--- config.mk ---
export PLATFORM = sky130hd
export DESIGN_NAME = huffman_code_packer_flat
export DESIGN_NICKNAME = d
export VERILOG_FILES = /design/src/rtl/huffman_code_packer_if.sv /design/src/rtl/huffman_code_packer.sv /design/src/flat_wrapper.sv
export SDC_FILE = /design/constraint.sdc
export NUM_CORES = 1
export LEC_CHECK = 0
export CAP_MARGIN = 30
export CORE_AREA = 3 3 175 177
export DETAILED_ROUTE_END_ITERATION = 16
export DIE_AREA = 0 0 178 180
export DONT_BUFFER_PORTS = 1
export PLACE_DENSITY_LB_ADDON = 0.08
export SYNTH_ARGS = -nofsm -noshare
export SYNTH_HDL_FRONTEND = slang
export SYNTH_SLANG_ARGS = --single-unit
--- constraint.sdc ---
create_clock -name clk -period 4.5 [get_ports clk]
set_clock_uncertainty 0.15 [all_clocks]
set_input_delay 0.45 -clock clk [delete_from_list [all_inputs] [get_ports clk]]
set_output_delay 0.45 -clock clk [all_outputs]
set_load 0.01 [all_outputs]
--- src/rtl/huffman_code_packer_if.sv ---
// Valid/ready bundle between the Huffman encoder, the code packer and the
// downstream word consumer.
interface huffman_code_packer_if #(
    parameter int IN_CODE_WIDTH = 64,
    parameter int IN_LEN_WIDTH  = 7,
    parameter int OUT_WIDTH     = 32
);
    localparam int NBYTES_WIDTH = $clog2(OUT_WIDTH / 8) + 1;

    logic                     in_valid;
    logic                     in_ready;
    logic [IN_CODE_WIDTH-1:0] in_code;
    logic [IN_LEN_WIDTH-1:0]  in_len;
    logic                     in_last;

    logic                     out_valid;
    logic                     out_ready;
    logic [OUT_WIDTH-1:0]     out_data;
    logic                     out_last;
    logic [NBYTES_WIDTH-1:0]  out_nbytes;

    // The master drives code beats and absorbs packed words.
    modport master (
        output in_valid, in_code, in_len, in_last, out_ready,
        input  in_ready, out_valid, out_data, out_last, out_nbytes
    );

    modport slave (
        input  in_valid, in_code, in_len, in_last, out_ready,
        output in_ready, out_valid, out_data, out_last, out_nbytes
    );
endinterface

--- src/rtl/huffman_code_packer.sv ---
// Packs variable-length LSB-first Deflate codes into fixed-width words, with
// optional fixed-Huffman block header and zero-padded end-of-stream flush.
module huffman_code_packer #(
    parameter int IN_CODE_WIDTH = 64,
    parameter int IN_LEN_WIDTH  = 7,
    parameter int OUT_WIDTH     = 32,
    parameter bit EMIT_HEADER   = 1'b1
) (
    input logic                  clk,
    input logic                  rst_n,
    huffman_code_packer_if.slave bus
);
    localparam int ACC_WIDTH    = IN_CODE_WIDTH + OUT_WIDTH;
    localparam int CNT_WIDTH    = $clog2(ACC_WIDTH + 1);
    localparam int NBYTES_WIDTH = $clog2(OUT_WIDTH / 8) + 1;

    localparam logic [0:0] ST_RUN   = 1'b0;
    localparam logic [0:0] ST_FLUSH = 1'b1;

    // Fixed-Huffman header: BFINAL=1 then BTYPE=01, transmitted LSB first.
    localparam logic [ACC_WIDTH-1:0] INIT_ACC = EMIT_HEADER ? ACC_WIDTH'(3'b011) : '0;
    localparam logic [CNT_WIDTH-1:0] INIT_CNT = EMIT_HEADER ? CNT_WIDTH'(3) : '0;
    localparam logic [CNT_WIDTH-1:0] OUT_BITS = CNT_WIDTH'(OUT_WIDTH);

    logic [ACC_WIDTH-1:0]     acc;
    logic [CNT_WIDTH-1:0]     cnt;
    logic [0:0]               state;

    logic                     in_ready_int;
    logic                     out_valid_int;
    logic                     out_last_int;
    logic                     accept;
    logic                     emit;
    logic [IN_CODE_WIDTH-1:0] code_mask;
    logic [ACC_WIDTH-1:0]     code_shifted;
    logic [CNT_WIDTH:0]       cnt_round_up;

    assign in_ready_int  = (state == ST_RUN) && (cnt < OUT_BITS);
    assign out_valid_int = (cnt >= OUT_BITS) || (state == ST_FLUSH);
    assign out_last_int  = (state == ST_FLUSH) && (cnt <= OUT_BITS);

    assign accept = bus.in_valid && in_ready_int;
    assign emit   = out_valid_int && bus.out_ready;

    // Clearing bits above in_len keeps acc zero above cnt, which is what
    // makes the final-word padding come out as zeros.
    always_comb begin
        code_mask = '1;
        if (bus.in_len < IN_LEN_WIDTH'(IN_CODE_WIDTH)) begin
            code_mask = ~({IN_CODE_WIDTH{1'b1}} << bus.in_len);
        end
    end

    assign code_shifted = ACC_WIDTH'(bus.in_code & code_mask) << cnt;
    assign cnt_round_up = {1'b0, cnt} + (CNT_WIDTH + 1)'(7);

    // NOTE: every register here is clocked with non-blocking assignments and
    // the synchronous reset reloads the whole accumulator, so no stale bits
    // from an aborted stream can leak into the next one.
    always_ff @(posedge clk) begin
        if (!rst_n) begin
            acc   <= INIT_ACC;
            cnt   <= INIT_CNT;
            state <= ST_RUN;
        end else if (emit) begin
            if (out_last_int) begin
                acc   <= INIT_ACC;
                cnt   <= INIT_CNT;
                state <= ST_RUN;
            end else begin
                acc <= acc >> OUT_WIDTH;
                cnt <= cnt - OUT_BITS;
            end
        end else if (accept) begin
            acc <= acc | code_shifted;
            cnt <= cnt + CNT_WIDTH'(bus.in_len);
            if (bus.in_last) begin
                state <= ST_FLUSH;
            end
        end
    end

    // While idle the byte field reports the pending partial count, so a
    // header-only packer shows one byte out of reset.
    assign bus.in_ready   = in_ready_int;
    assign bus.out_valid  = out_valid_int;
    assign bus.out_last   = out_last_int;
    assign bus.out_data   = out_valid_int ? acc[OUT_WIDTH-1:0] : '0;
    assign bus.out_nbytes = (out_last_int || !out_valid_int)
                          ? NBYTES_WIDTH'(cnt_round_up >> 3)
                          : NBYTES_WIDTH'(OUT_WIDTH / 8);
endmodule

--- src/flat_wrapper.sv ---
// flat-port wrapper written by rule: the top's interface ports become plain ports
module huffman_code_packer_flat 
#(
    parameter int IN_CODE_WIDTH = 64,
    parameter int IN_LEN_WIDTH  = 7,
    parameter int OUT_WIDTH     = 32,
    parameter bit EMIT_HEADER   = 1'b1
)
  (clk, rst_n, bus_in_valid, bus_in_code, bus_in_len, bus_in_last, bus_out_ready, bus_in_ready, bus_out_valid, bus_out_data, bus_out_last, bus_out_nbytes);
  huffman_code_packer_if #(.IN_CODE_WIDTH(IN_CODE_WIDTH), .IN_LEN_WIDTH(IN_LEN_WIDTH), .OUT_WIDTH(OUT_WIDTH)) bus_i ();
  input logic clk;
  input logic rst_n;
  input wire logic [$bits(bus_i.in_valid)-1:0] bus_in_valid;
  input wire logic [$bits(bus_i.in_code)-1:0] bus_in_code;
  input wire logic [$bits(bus_i.in_len)-1:0] bus_in_len;
  input wire logic [$bits(bus_i.in_last)-1:0] bus_in_last;
  input wire logic [$bits(bus_i.out_ready)-1:0] bus_out_ready;
  output wire logic [$bits(bus_i.in_ready)-1:0] bus_in_ready;
  output wire logic [$bits(bus_i.out_valid)-1:0] bus_out_valid;
  output wire logic [$bits(bus_i.out_data)-1:0] bus_out_data;
  output wire logic [$bits(bus_i.out_last)-1:0] bus_out_last;
  output wire logic [$bits(bus_i.out_nbytes)-1:0] bus_out_nbytes;
  assign bus_i.in_valid = bus_in_valid;
  assign bus_i.in_code = bus_in_code;
  assign bus_i.in_len = bus_in_len;
  assign bus_i.in_last = bus_in_last;
  assign bus_i.out_ready = bus_out_ready;
  assign bus_in_ready = bus_i.in_ready;
  assign bus_out_valid = bus_i.out_valid;
  assign bus_out_data = bus_i.out_data;
  assign bus_out_last = bus_i.out_last;
  assign bus_out_nbytes = bus_i.out_nbytes;
  huffman_code_packer #(.IN_CODE_WIDTH(IN_CODE_WIDTH), .IN_LEN_WIDTH(IN_LEN_WIDTH), .OUT_WIDTH(OUT_WIDTH), .EMIT_HEADER(EMIT_HEADER)) u_core (.clk(clk), .rst_n(rst_n), .bus(bus_i));
endmodule
==> impl_metrics.yaml <==
cts:
  cts_resized: 0
  cts.sinks: 104
  cts-htree-levels: 3
  clock_latency_ns: 0.37
  cts_tree: "done"
  cts_buffers: 9
  clkTransAtPathRegs_ns: 0.08
  cts_buffer_depth: 2
  cts_root_buf: "clkbuf_16"
routing:
  drt_wl_total_mm: 58.0
  firstDrtPassIters: 7
  ant_nets: 0
  drt_iter0_markers: 1824
  wl_per_cell_um: 31.1
  vias: 13344
  drc: 0
  drt-vias-per-instance: 7.15
die:
  dieArea_um2: 32000
  dieHeight_um: 180
  fp.dieW_um: 178
  io_pins: 114
  core-area_um2: 29400
  rows: 63
  start_util_pct: 39.4
critical_path:
  cp-start-kind: "flop"
  crit_family: "compound AO/OA/AOI/OAI gates"
  end_kind: "flop"
  max_stage_delay_ns: 0.72
  cp_max_fo: 47
  crit_slowest_cell: "a211oi_1"
  arrival_ns: 3.67
  critPathRequiredTime_ns: 4.60
  crit_chain: "buf_4, nor2_1, nand2_1, o22a_1, o21ai_0, a211oi_1, mux2i_1, a221o_1"
  path_buf_inv: 1
  path_class: "reg2reg"
timing:
  worst_pin_slew_ns: 0.946
  period_share_pct: 79.2
  slew_headroom_pct: 36.6
  period_needed_ns: 3.57
  setup_viol: 0
  drv_slew: 0
  fmax_mhz: 280
  rsz0062_at_grt: "no"
  hold_viol: 0
  fin_setup_tns_ns: 0
synthesis:
  ys_seq_elements: 104
  synth.distinct_cells: 92
  yosysWarnings: 0
  synthCells: 1563
  synth_area_um2: 11600
  async_flop_share_pct: 0
  synth_ff_type: "dfxtp_1"
  ys_seq_area_share_pct: 18.0
  syn_nets: 1647
  synth_edf_count: 0
  syn_area_per_cell_um2: 7.41
status:
  status: "finished clean"
placement:
  dp_cells: 1851
  port_buffers: 0
  place.gp.congestion: 0.998
  placed_cell_area_um2: 11900
  hpwl_mm: 44.2
layout:
  final_util_pct: 41.5
  layout_commonest_cell: "nand2_1"
  layout.nets: 1557
  final_cell_mix: "172 x nand2_1, 121 x nor2_1, 106 x o21ai_0, 99 x dfxtp_1, 90 x a21oi_1"
  antenna_cells: 0
  fin_area_um2: 12200
  syn_to_final_growth_pct: 5.41
  fin_cells: 1867
  fillCellCount: 3076
  drive_above_1_share_pct: 11.5
global_routing:
  grt_use_met3_pct: 6.55
  gr-total-overflow: 0
  grt_pass1_wl_mm: 85.7
  gr-usage-met2_pct: 52.7
  grtUsageMet1_pct: 49.7
  grt-busiest-layer: "met2"
  grt_pass1_vias: 12427
  grt_usage_pct: 35.1
  grt_max_degree: 76
  antenna_found_initial: 0
power_and_ir_drop:
  p_leak_uw: 0.00459
  peakVddDrop_v: 0.000368
  powerDensity_nw_per_um2: 699
hold_path:
  hold_path_class: "in2reg"
flow_run:
  drv_cap: 0
where the power goes:
group | total [uW] | internal [uW] | switching [uW] | leakage (uW)
combinational | 6210 | 2060 | 4150 | 0.00360
sequential | 1530 | 1240 | 288 | 0.000847
clock | 790 | 405 | 385 | 0.000142
synthesized netlist by cell type, types with 9 or more instances:
cell type	number	area, um2
a221o_1	19	190
inv_1	17	63.8
a21o_1	11	82.6
a21oi_1	91	455
buf_2	33	165
o211ai_1	34	255
a22oi_1	50	375
o22ai_1	30	188
a211oi_1	24	180
clkbuf_1	94	353
buf_1	29	109
o21a_1	13	97.6
o2111ai_1	9	78.8
nand2_1	173	649
mux2i_1	67	671
mux2_2	36	405
nor3_1	28	140
a211o_1	14	123
mux4_2	16	360
and3_1	16	100
o211a_1	17	170
o31ai_1	17	128
or2_2	9	56.3
nand2b_1	9	56.3
and2_1	12	75.1
o22a_1	9	78.8
a32oi_1	11	96.3
a32o_1	11	110
o221ai_1	14	123
a221oi_1	29	254
a22o_1	18	158
a31oi_1	16	100
nand4_1	10	62.6
a222oi_1	13	130
nor2b_1	43	269
nand3_1	37	185
o21ai_0	106	531
dfxtp_1	104	2080
nor2_1	122	458
cell families after synthesis:
| kind of cell | after synthesis | synth area share [%] |
|---|---|---|
| XOR/XNOR | 7 | 0.529 |
| buffers and inverters | 181 | 6.46 |
| flip-flops | 104 | 18.0 |
| multiplexers | 122 | 13.0 |
| adder cells (fa/ha/maj) | 8 | 0.929 |
| AO/OA/AOI/OAI | 645 | 40.9 |
| AND/OR/NAND/NOR | 496 | 20.3 |
path summary, 6_finish.rpt:
kind | slack [ns] | from | depth (start not counted) | to
max reg2reg | 0.93 | u_core.cnt[2] | 8 | u_core.acc[51]
min | 0.04 | rst_n | 2 | u_core.acc[33]
min reg2reg | 0.33 | u_core.acc[79] | 1 | u_core.acc[79]
max | 0.93 | u_core.cnt[2] | 8 | u_core.acc[51]
timing repair:
action,CTS,global route
hold buffers,1,0
endpoints found under the setup margin,0,0
hold endpoints to repair,2,0
setup buffers,0,0
flip-flops by register name, indices dropped and copies added, names as in the netlist:
signal,count
u_core.acc,96
u_core.cnt,7
u_core.state,1
layout make-up:
type	count	area, um2	share of cell area [%]
clock buffers	11	253	2.07
repair buffers	60	490	4.02
well taps	390	488	4.00
clock inverters	4	27.5	0.225
inverters	20	75.1	0.615
flip-flops and latches	104	2090	17.1
multi-input cells	1278	8790	72.0
stage by stage:
stage	power, uW	hold slack [ns]	worst slack [ns]
floorplan	5420	0.292	0.944
detailed placement	7550	0.309	0.955
CTS	8350	0.0422	1.06
finish	8540	0.0438	0.935
global route	8960	0.0514	0.760
global placement	7570	0.306	0.929
routing by layer:
metal | vias to the layer above | wire length (um) | share of wire [%]
met5 | - | 0 | 0
met3 | 122 | 5930 | 10
met2 | 857 | 25000 | 43
met1 | 6409 | 24600 | 42
li1 | 5956 | - | -
met4 | 0 | 2470 | 4.3
No activity file was read; power rests on OpenSTA's default activity.
